===== config.mk =====
export PLATFORM = sky130hd
export DESIGN_NAME = avr_serial_tx
export DESIGN_NICKNAME = d
export VERILOG_FILES = /design/src/rtl/avr_if_pkg.sv /design/src/rtl/cclk_detector.sv /design/src/rtl/avr_serial_tx.sv
export SDC_FILE = /design/constraint.sdc
export NUM_CORES = 1
export LEC_CHECK = 0
export CAP_MARGIN = 20
export CORE_AREA = 2 2 69 71
export DETAILED_ROUTE_END_ITERATION = 12
export DIE_AREA = 0 0 71 73
export GPL_TIMING_DRIVEN = 0
export SLEW_MARGIN = 20
export SYNTH_ARGS = -nofsm -noshare
export SYNTH_HDL_FRONTEND = slang
export SYNTH_SLANG_ARGS = --single-unit

===== constraint.sdc =====
create_clock -name clk -period 2.45 [get_ports clk]
set_input_delay 0.49 -clock clk [delete_from_list [all_inputs] [get_ports clk]]
set_output_delay 0.49 -clock clk [all_outputs]
set_load 0.1 [all_outputs]

===== src/rtl/avr_if_pkg.sv =====
// -----------------------------------------------------------------------------
// avr_if_pkg
//
// Shared definitions for the FPGA-to-AVR interface blocks on the Mojo board
// (serial TX today, serial RX and SPI later).
//
// Contents:
//   - DEF_CLK_RATE / DEF_BAUD / DEF_CCLK_HOLD : default block parameters
//   - avr_tx_state_e                          : serial FSM state encoding
//   - clk_per_bit()                           : clocks per serial bit time
//   - cnt_width()                             : counter width for 0..n-1,
//                                               never narrower than 1 bit
// -----------------------------------------------------------------------------
package avr_if_pkg;

  localparam int unsigned DEF_CLK_RATE  = 50_000_000;
  localparam int unsigned DEF_BAUD      = 500_000;
  localparam int unsigned DEF_CCLK_HOLD = 512;

  // PARITY is always encoded so every AVR block agrees on the state values,
  // even in builds where the transmitter never enters it.
  typedef enum logic [2:0] {
    ST_IDLE   = 3'd0,
    ST_START  = 3'd1,
    ST_DATA   = 3'd2,
    ST_PARITY = 3'd3,
    ST_STOP   = 3'd4
  } avr_tx_state_e;

  // CLK_RATE must be an integer multiple of BAUD with a ratio of at least 4.
  function automatic int unsigned clk_per_bit(input int unsigned clk_rate,
                                              input int unsigned baud);
    return clk_rate / baud;
  endfunction

  // $clog2(1) is 0, which would give a zero-width counter.
  function automatic int unsigned cnt_width(input int unsigned n);
    return (n <= 1) ? 1 : $clog2(n);
  endfunction

endpackage


===== src/rtl/cclk_detector.sv =====
// -----------------------------------------------------------------------------
// cclk_detector
//
// Decides when the AVR is up. The AVR drives cclk high once it has finished
// configuring the FPGA. We wait until the synchronized level has stayed high
// for CCLK_HOLD consecutive cycles before asserting ready. Any low sample
// drops ready and restarts the hold time.
//
// Parameters:
//   CCLK_HOLD : consecutive synchronized-high cclk cycles before ready
//
// Ports:
//   clk   in  : system clock
//   rst_n in  : asynchronous active-low reset
//   cclk  in  : AVR configuration clock, asynchronous to clk
//   ready out : AVR link usable (registered)
//
// Latency: cclk rising -> ready after 2 + CCLK_HOLD cycles.
//          cclk falling -> ready low after 3 cycles.
// -----------------------------------------------------------------------------
module cclk_detector
  import avr_if_pkg::*;
#(
  parameter int unsigned CCLK_HOLD = DEF_CCLK_HOLD
) (
  input  logic clk,
  input  logic rst_n,
  input  logic cclk,
  output logic ready
);

  localparam int unsigned    CW      = cnt_width(CCLK_HOLD);
  localparam logic [CW-1:0]  CNT_MAX = CW'(CCLK_HOLD - 1);

  logic [1:0]    r_cclk_sync;
  logic          w_cclk_s;
  logic [CW-1:0] r_hold_cnt;
  logic          r_ready;

  // Two-flop synchronizer. Bit 0 may go metastable. Only bit 1 is used.
  // NOTE: synchronizer flops are reset to a known 0 so ready cannot glitch
  // high straight out of reset. They are ordinary flops, not a memory array,
  // so resetting them costs nothing.
  always_ff @(posedge clk or negedge rst_n) begin
    if (!rst_n) begin
      r_cclk_sync <= 2'b00;
    end else begin
      // NOTE: all clocked state uses non-blocking assignment, so every flop
      // samples the pre-edge value of its neighbours.
      r_cclk_sync <= {r_cclk_sync[0], cclk};
    end
  end

  assign w_cclk_s = r_cclk_sync[1];

  // The hold counter saturates at CCLK_HOLD-1. ready is registered from the
  // counter, so a low cclk_s clears both on the same edge.
  always_ff @(posedge clk or negedge rst_n) begin
    if (!rst_n) begin
      r_hold_cnt <= '0;
      r_ready    <= 1'b0;
    end else begin
      if (!w_cclk_s) begin
        r_hold_cnt <= '0;
      end else if (r_hold_cnt != CNT_MAX) begin
        r_hold_cnt <= r_hold_cnt + CW'(1);
      end
      r_ready <= w_cclk_s && (r_hold_cnt == CNT_MAX);
    end
  end

  assign ready = r_ready;

endmodule


===== src/rtl/avr_serial_tx.sv =====
// -----------------------------------------------------------------------------
// avr_serial_tx
//
// Byte-wide UART transmitter that drives the FPGA-to-AVR serial line on the
// Mojo board. Frames are sent LSB first with an idle-high line: 8N1 by
// default, or 8E1 when AVR_SERIAL_TX_PARITY_EN is defined. Traffic is gated
// on AVR readiness (derived from cclk) and on the AVR's avr_rx_busy
// flow-control pin.
//
// Compile-time option:
//   AVR_SERIAL_TX_PARITY_EN : insert an even-parity bit after data bit 7
//                             (frame = 11 bit times instead of 10)
//
// Parameters:
//   CLK_RATE  : clk frequency in Hz
//   BAUD      : line rate; CLK_RATE/BAUD must be an integer >= 4
//   CCLK_HOLD : synchronized-high cclk cycles required before ready
//
// Ports:
//   clk         in     : system clock
//   rst_n       in     : asynchronous active-low reset
//   cclk        in     : AVR configuration clock (asynchronous)
//   avr_rx_busy in     : AVR cannot accept bytes (asynchronous)
//   data        in [8] : byte to send, sampled only on acceptance
//   new_data    in     : single-cycle send request
//   busy        out    : new_data is not accepted this cycle
//   ready       out    : AVR is up and the link is usable
//   tx          out    : serial line to the AVR
//
// Handshake: new_data while busy=0 is accepted. A request while busy=1 is
// dropped. Acceptance on cycle N puts the start bit on tx and raises busy
// from N+1. busy drops on the cycle after the last stop-bit cycle, so a
// request on that cycle starts the next frame with no idle bit time.
// -----------------------------------------------------------------------------
module avr_serial_tx
  import avr_if_pkg::*;
#(
  parameter int unsigned CLK_RATE  = DEF_CLK_RATE,
  parameter int unsigned BAUD      = DEF_BAUD,
  parameter int unsigned CCLK_HOLD = DEF_CCLK_HOLD
) (
  input  logic       clk,
  input  logic       rst_n,
  input  logic       cclk,
  input  logic       avr_rx_busy,
  input  logic [7:0] data,
  input  logic       new_data,
  output logic       busy,
  output logic       ready,
  output logic       tx
);

  localparam int unsigned   CLK_PER_BIT = clk_per_bit(CLK_RATE, BAUD);
  localparam int unsigned   BW          = cnt_width(CLK_PER_BIT);
  localparam logic [BW-1:0] BAUD_MAX    = BW'(CLK_PER_BIT - 1);

  // ---------------------------------------------------------------------------
  // AVR readiness and flow control
  // ---------------------------------------------------------------------------
  logic       w_ready;
  logic [1:0] r_abusy_sync;
  logic       w_abusy_s;

  cclk_detector #(
    .CCLK_HOLD (CCLK_HOLD)
  ) u_cclk_detector (
    .clk   (clk),
    .rst_n (rst_n),
    .cclk  (cclk),
    .ready (w_ready)
  );

  always_ff @(posedge clk or negedge rst_n) begin
    if (!rst_n) begin
      r_abusy_sync <= 2'b00;
    end else begin
      r_abusy_sync <= {r_abusy_sync[0], avr_rx_busy};
    end
  end

  assign w_abusy_s = r_abusy_sync[1];

  // ---------------------------------------------------------------------------
  // Transmit FSM and datapath
  // ---------------------------------------------------------------------------
  avr_tx_state_e r_state;
  avr_tx_state_e w_state_next;
  logic [BW-1:0] r_baud_cnt;
  logic [BW-1:0] w_baud_next;
  logic [2:0]    r_bit_idx;
  logic [2:0]    w_bit_next;
  logic [7:0]    r_shift;
  logic [7:0]    w_shift_next;
  logic          r_tx;
  logic          w_tx_next;
  logic          r_busy;
  logic          w_busy_next;
  logic          w_accept;
  logic          w_bit_end;

  // r_busy is low only in IDLE, so acceptance always starts from IDLE.
  assign w_accept  = new_data && !r_busy;
  assign w_bit_end = (r_baud_cnt == BAUD_MAX);

  // State, counters and the latched byte.
  always_ff @(posedge clk or negedge rst_n) begin
    if (!rst_n) begin
      r_state    <= ST_IDLE;
      r_baud_cnt <= '0;
      r_bit_idx  <= 3'd0;
      r_shift    <= 8'h00;
    end else begin
      r_state    <= w_state_next;
      r_baud_cnt <= w_baud_next;
      r_bit_idx  <= w_bit_next;
      r_shift    <= w_shift_next;
    end
  end

  // Next-state logic. The baud counter free-runs inside a frame and is
  // returned to 0 at every bit boundary and throughout IDLE.
  always_comb begin
    // NOTE: every output of this block gets a default first, so no path can
    // leave one unassigned and infer a latch.
    w_state_next = r_state;
    w_baud_next  = r_baud_cnt + BW'(1);
    w_bit_next   = r_bit_idx;
    w_shift_next = r_shift;

    unique case (r_state)
      ST_IDLE: begin
        w_baud_next = '0;
        w_bit_next  = 3'd0;
        if (w_accept) begin
          w_shift_next = data;
          w_state_next = ST_START;
        end
      end

      ST_START: begin
        if (w_bit_end) begin
          w_baud_next  = '0;
          w_state_next = ST_DATA;
        end
      end

      ST_DATA: begin
        if (w_bit_end) begin
          w_baud_next = '0;
          w_bit_next  = r_bit_idx + 3'd1;
          if (r_bit_idx == 3'd7) begin
`ifdef AVR_SERIAL_TX_PARITY_EN
            w_state_next = ST_PARITY;
`else
            w_state_next = ST_STOP;
`endif
          end
        end
      end

`ifdef AVR_SERIAL_TX_PARITY_EN
      ST_PARITY: begin
        if (w_bit_end) begin
          w_baud_next  = '0;
          w_state_next = ST_STOP;
        end
      end
`endif

      ST_STOP: begin
        if (w_bit_end) begin
          w_baud_next  = '0;
          w_state_next = ST_IDLE;
        end
      end

      default: begin
        w_baud_next  = '0;
        w_state_next = ST_IDLE;
      end
    endcase
  end

  // tx and busy are registered from the next state, so they change on the
  // same edge as the FSM and leave the chip glitch-free. Mid-frame loss of
  // ready or a rising avr_rx_busy only holds busy high. The frame in flight
  // always runs to its stop bit.
  always_comb begin
    w_tx_next = 1'b1;
    unique case (w_state_next)
      ST_IDLE:   w_tx_next = 1'b1;
      ST_START:  w_tx_next = 1'b0;
      ST_DATA:   w_tx_next = w_shift_next[w_bit_next];
`ifdef AVR_SERIAL_TX_PARITY_EN
      // Even parity: the parity bit makes the total count of ones even.
      ST_PARITY: w_tx_next = ^w_shift_next;
`endif
      ST_STOP:   w_tx_next = 1'b1;
      default:   w_tx_next = 1'b1;
    endcase

    w_busy_next = (w_state_next != ST_IDLE) || w_abusy_s || !w_ready;
  end

  // tx resets high so an abandoned frame returns the line to idle at once.
  always_ff @(posedge clk or negedge rst_n) begin
    if (!rst_n) begin
      r_tx   <= 1'b1;
      r_busy <= 1'b1;
    end else begin
      r_tx   <= w_tx_next;
      r_busy <= w_busy_next;
    end
  end

  assign tx    = r_tx;
  assign busy  = r_busy;
  assign ready = w_ready;

endmodule


[Yosys cells after proc, flatten, opt, wreduce, memory -nomap -nowiden]
Cells that the tools add are included.
Word-level totals
  register bits after elaboration: 37
  output and inout port bits: 3
  latch bits: 0
  input port bits: 13
  logic and storage cells: 50
  RAM bits: 0
  memory bits (read-only): 0
  memories kept: 0
Cells by class
  shift-type cells: 0
  $mul: 0
  mux-type cells: 17
  equal/unequal tests: 10
  $lt $le $gt $ge: 1
  bitwise logic cells: 0
  reduce and logical (&&, ||, !) cells: 9
  $add $sub $neg: 3
  divide/modulo/power cells: 0
Operators with widths (count)
  3-bit two-way mux: 6
  9-bit two-way mux: 2
  8-bit two-way mux: 2
  7-bit two-way mux: 2
  3-bit one-hot mux with 4 select lines: 1
  9-bit by 1-bit adder with 9-bit output (second input constant): 1
  9-bit == test (second input constant): 1
  9-bit inequality test (second input constant): 1
  7-bit by 1-bit adder with 7-bit output (second input constant): 1
  7-bit == test (second input constant): 1
  3-bit by 1-bit == test with 1-bit output (second input constant): 2
  3-bit by 2-bit == test with 1-bit output (second input constant): 2
  3-bit == test (second input constant): 2
  3-bit one-hot mux with 2 select lines: 1
  3-bit by 4-bit < comparator with 1-bit output (second input constant): 1
  3-bit by 1-bit adder with 3-bit output (second input constant): 1
  1-bit binary-select mux with 3-bit select: 1
  3-bit zero test: 1
  3-bit nonzero test: 1
  3-bit OR reduction: 1
  1-bit logical AND: 2
  1-bit zero test: 2
  1-bit logical OR: 2
  2-bit inequality test (second input constant): 1
  2 further kinds: 2

[Depth between registers and ports, before layout]
  depth in word-level cells: 7
  depth in mapped cells: 9
  depth with buffers taken out: 8

[Hierarchy]
A second synthesis with hierarchy kept.
Second synthesis, totals
  cell total of the unflattened synthesis: 166
  area, all modules: 1813.0 µm²
By module, submodules not included
  avr_serial_tx: times used 1, area an instance 1267.5 µm², cells an instance 117, seq. area each 628.1 µm²
  cclk_detector: times used 1, area an instance 545.5 µm², cells an instance 49, seq. area each 300.3 µm²

[Worst setup path before layout]
Ideal clock, no wire load.
  path kind: reg2reg
  from: reg r_state[2]
  to: reg r_tx (netlist: tx)
  arrival: 2509 ps
  library setup time: 86 ps
  period minus slack after synthesis: 2595 ps
  data required time: 2364 ps
  stages on the path, launching flop included: 7
  buffers on the path: 0
  slack: -145 ps
  cells stage by stage: dfrtp_1 > or4b_2 > nor2_2 > mux2_2 > mux2_4 > and3_1 > o41a_1
On the way
  word-level cells in the longest chain between the ends: 5
  elaborated cells on any way between the ends: 17
  classes of those cells: eq/ne: 5; mux: 11; reduce/logical: 1
Ends and longest elaborated chain
  start: declaration: line avr_serial_tx.sv:86  | avr_tx_state_e r_state;
  start signal: assignment: line avr_serial_tx.sv:113  | r_state <= w_state_next;
  3-bit zero test: line avr_serial_tx.sv:130  | unique case (r_state)
  8-bit two-way mux: line avr_serial_tx.sv:130
  via w_shift_next[2]: line avr_serial_tx.sv:93  | logic [7:0] w_shift_next;
  1-bit binary-select mux with 3-bit select: line avr_serial_tx.sv:193  | ST_DATA: w_tx_next = w_shift_next[w_bit_next];
  1-bit two-way mux (not written as such): line avr_serial_tx.sv:193
  1-bit one-hot mux with 2 select lines: line avr_serial_tx.sv:190  | unique case (w_state_next)
  via w_tx_next: line avr_serial_tx.sv:95  | logic w_tx_next;
  end signal: assignment: line avr_serial_tx.sv:211  | r_tx <= w_tx_next;
  end: declaration: line avr_serial_tx.sv:94  | logic r_tx;
The timed path passes the listed nets, and every way through them passes these cells. The select of a mux whose other input is x is not followed.
A chain may end at the register's enable or synchronous reset.

[Worst setup path in the final report]
Ends and elaborated chain as after synthesis.

==> flow_metrics.env <==
export IMPL_setup_violations=0
export IMPL_syn_nets=179
export IMPL_ys_seq_elements=37
export IMPL_rsz0062_at_grt="yes"
export IMPL_finalHoldViolCount=0
export IMPL_cp_end_kind="flip-flop"
export IMPL_drt_pass1_iter_count=4
export IMPL_dpl_cell_count=231
export IMPL_die_area_sq_um=5183
export IMPL_min_path_type="in -> async"
export IMPL_critPathMaxStageDelay_ns=0.57
export IMPL_fin_total_pwr_mw=1.152
export IMPL_critPathMaxFanout=6
export IMPL_crit_type="reg -> reg"
export IMPL_path_delay_family="simple AND/OR/NAND/NOR gates"
export IMPL_synth_async_reset_ratio=1.000
export IMPL_cts_path_max_buffers=2
export IMPL_worstSetupStartpointType="flip-flop"
export IMPL_avgViaCountPerCell=5.258
export IMPL_mostFrequentLayoutCells="dfrtp_1, nor2_1, nand2_1"
export IMPL_p_int_mw=0.8744
export IMPL_ff2ff_path_depth=6
export IMPL_area_growth_pct=22.77
export IMPL_clkPwrFrac=0.368
export IMPL_timing_hold_ws_ns=0.02380
export IMPL_path_clk_slew_ns=0.08
export IMPL_period_share=0.9999
export IMPL_setup_ws_ns=0.0001632
export IMPL_clk_latency_ns=0.29
export IMPL_num_fill_cells=416
export IMPL_io_buffer_count=15
export IMPL_p_switching_mw=0.2775
export IMPL_maxSlewViolCount=0
export IMPL_p_sw_frac=0.2409
export IMPL_critPathSlowestCell="or4b_4"
export IMPL_coreArea_sq_um=4536
export IMPL_p_leak_nw=0.9692
export IMPL_antenna_found_initial=0
export IMPL_die_w_microns=71
export IMPL_grt_max_degree=33
export IMPL_max_freq_mhz=408.2
export IMPL_setup_tns_ns=0
export IMPL_reg2reg_from="r_state[2]"
export IMPL_power_share_combinational=0.075
export IMPL_gp_congestion=0.8300
export IMPL_ys_flop_type="dfrtp_1"
export IMPL_antennaDiodeCount=0
export IMPL_first_iter_violations=41
export IMPL_peakVddDrop_uv=301.0
export IMPL_min_period_ns=2.450
export IMPL_power_density_nw_per_um2=527.0
export IMPL_cts_root_buffer="clkbuf_8"
export IMPL_netlist_instances=161
export IMPL_detail_route_antenna_nets=0
export IMPL_cts_tree="yes"
export IMPL_synth_distinct_cells=45
export IMPL_fp_dieH_microns=73
export IMPL_critPathBufInv=0
export IMPL_yosysWarnings=0
export IMPL_globalRouteTotalUtil=0.1529
export IMPL_regToRegSetupSlack_ns=0.0002
export IMPL_status="finished, final reports clean"
export IMPL_worst_pin_slew_ns=0.9634
export IMPL_initial_core_util=0.3926
export IMPL_drc=0
export IMPL_cts_made_buffers=5
export IMPL_cap_violations=0
export IMPL_drive_above_1_share=0.1737
export IMPL_grt_overflow=0
export IMPL_detailed_place_hpwl_microns=2425
export IMPL_vias=1283
export IMPL_grt_pass1_vias=1335
export IMPL_row_count=25
export IMPL_cp_cell_sequence="or4b_4 -> nor2_4 -> mux2_4 -> or2b_1 -> o2111a_1 -> o41a_1"
export IMPL_pre_cts_ws_ns=-0.5313
export IMPL_grt_pass1_wl_microns=6044
export IMPL_clock_skew_ns=0.009787
export IMPL_syn_area_sq_um=1780
export IMPL_post_drt_wl_per_cell_microns=14.31
export IMPL_htree_levels=2
export IMPL_wl_microns=3491
export IMPL_ios=16
export IMPL_clkSinkCount=37
export IMPL_nNetsFinal=207
export IMPL_seq_power_share=0.557
export IMPL_r2r_end="tx"
export IMPL_arrival_ns=2.67
export IMPL_final_common_cell="dfrtp_1"
export IMPL_crit_required_ns=2.67
export IMPL_syn_area_per_cell_sq_um=11.06
export IMPL_synth_edff_count=0
export IMPL_synth_seq_area_share=0.5214
export IMPL_layoutNonFillerInstCount=244
export IMPL_slew_headroom=0.3557
## metal layers
| layer | share of wire | wire, microns | GRT usage | vias to the layer above |
|---|---|---|---|---|
| li1 | - | - | - | 625 |
| met1 | 0.47 | 1630 | 0.1712 | 631 |
| met2 | 0.48 | 1688 | 0.2658 | 21 |
| met3 | 0.036 | 125 | 0.04558 | 6 |
| met4 | 0.014 | 48 | 0.07547 | 0 |
| met5 | 0 | 0 | 0 | - |
## kinds of logic (layout without fill, tap and decap cells)
| logic type | after synthesis | count (layout) | synth area share |
|---|---|---|---|
| and+or+nand+nor | 66 | 66 | 0.2122 |
| AOI/OAI and AO/OA | 24 | 24 | 0.09487 |
| DFF | 37 | 37 | 0.5214 |
| adders and majority gates | 5 | 5 | 0.03514 |
| buffers and inverters | 10 | 39 | 0.02951 |
| muxes | 9 | 9 | 0.05762 |
| xor gates and xnor gates | 10 | 10 | 0.04920 |
## per-stage QoR
| step | utilization | area [sq um] |
|---|---|---|
| floorplan | - | 1789 |
| global placement | 0.4425 | 2007 |
| detailed placement | 0.4458 | 2022 |
| CTS | 0.4753 | 2156 |
| global route | 0.4819 | 2186 |
| finish | 0.4819 | 2186 |
## worst reg2reg max path, delay by kind of cell (launching register included)
family	cells	cell delay, ns
DFF	1	0.45
and+or+nand+nor	3	1.05
muxes	1	0.33
AOI/OAI and AO/OA	2	0.54
## area by class of cell
class	instances	area (sq um)	area share
tap	54	67.56	0.03091
sequential	37	929.6	0.4253
clock buffer	6	72.57	0.03320
multi-input combinational	114	842.1	0.3852
timing repair buffer	21	206.4	0.09445
clock inverter	2	15.01	0.006869
inverter	6	22.52	0.01030
buffer	4	30.03	0.01374
## cell usage after synthesis, types with 3 or more instances
cell type  instances  area share
and2_1             6       0.021
dfrtp_1           35        0.49
o211ai_1           3       0.013
ha_1               5       0.035
a21oi_1            5       0.014
nand2b_1           4       0.014
o21ai_0            5       0.014
nor2b_1            3       0.011
inv_1              6       0.013
nand2_1           12       0.025
mux2_2             6       0.038
nor2_1            14       0.030
nand3_1            5       0.014
xnor2_1            8       0.039
nand4b_1           3       0.015
## power groups by stage
stage / logic, mW / registers (mW) / clock network, mW
2_1_floorplan: 0.0360 / 0.656 / 0
3_3_place_gp: 0.0790 / 0.652 / 0
3_5_place_dp: 0.0850 / 0.653 / 0
4_1_cts: 0.0859 / 0.642 / 0.441
5_1_grt: 0.0950 / 0.645 / 0.467
6_report: 0.0861 / 0.642 / 0.424
## flip-flops by register name, summed over array words and instances, names as in the netlist, 2 cells and up
| register | cells |
|---|---|
| u_cclk_detector.r_hold_cnt | 9 |
| r_shift | 8 |
| r_baud_cnt | 7 |
| r_bit_idx | 3 |
| r_state | 3 |
| r_abusy_sync | 2 |
| u_cclk_detector.r_cclk_sync | 2 |
## worst max path at each step
stage               startpoint  end  slack (ns)  cells past startpoint
floorplan           r_state[2]   tx        0.05                      6
global placement      new_data   tx       -0.51                      7
detailed placement    new_data   tx       -0.53                      7
CTS                 r_state[2]   tx      -0.004                      6
global route        r_state[2]   tx       -0.08                      6
finish              r_state[2]   tx      0.0002                      6
## what timing repair did
| item | CTS | global route |
|---|---|---|
| hold buffers | 0 | 0 |
| setup endpoints to repair | 3 | 1 |
| gates resized for setup | 10 | 4 |
| pin swaps | 3 | 7 |
| buffers inserted | 3 | 2 |
No activity file was read; power rests on OpenSTA's default activity.
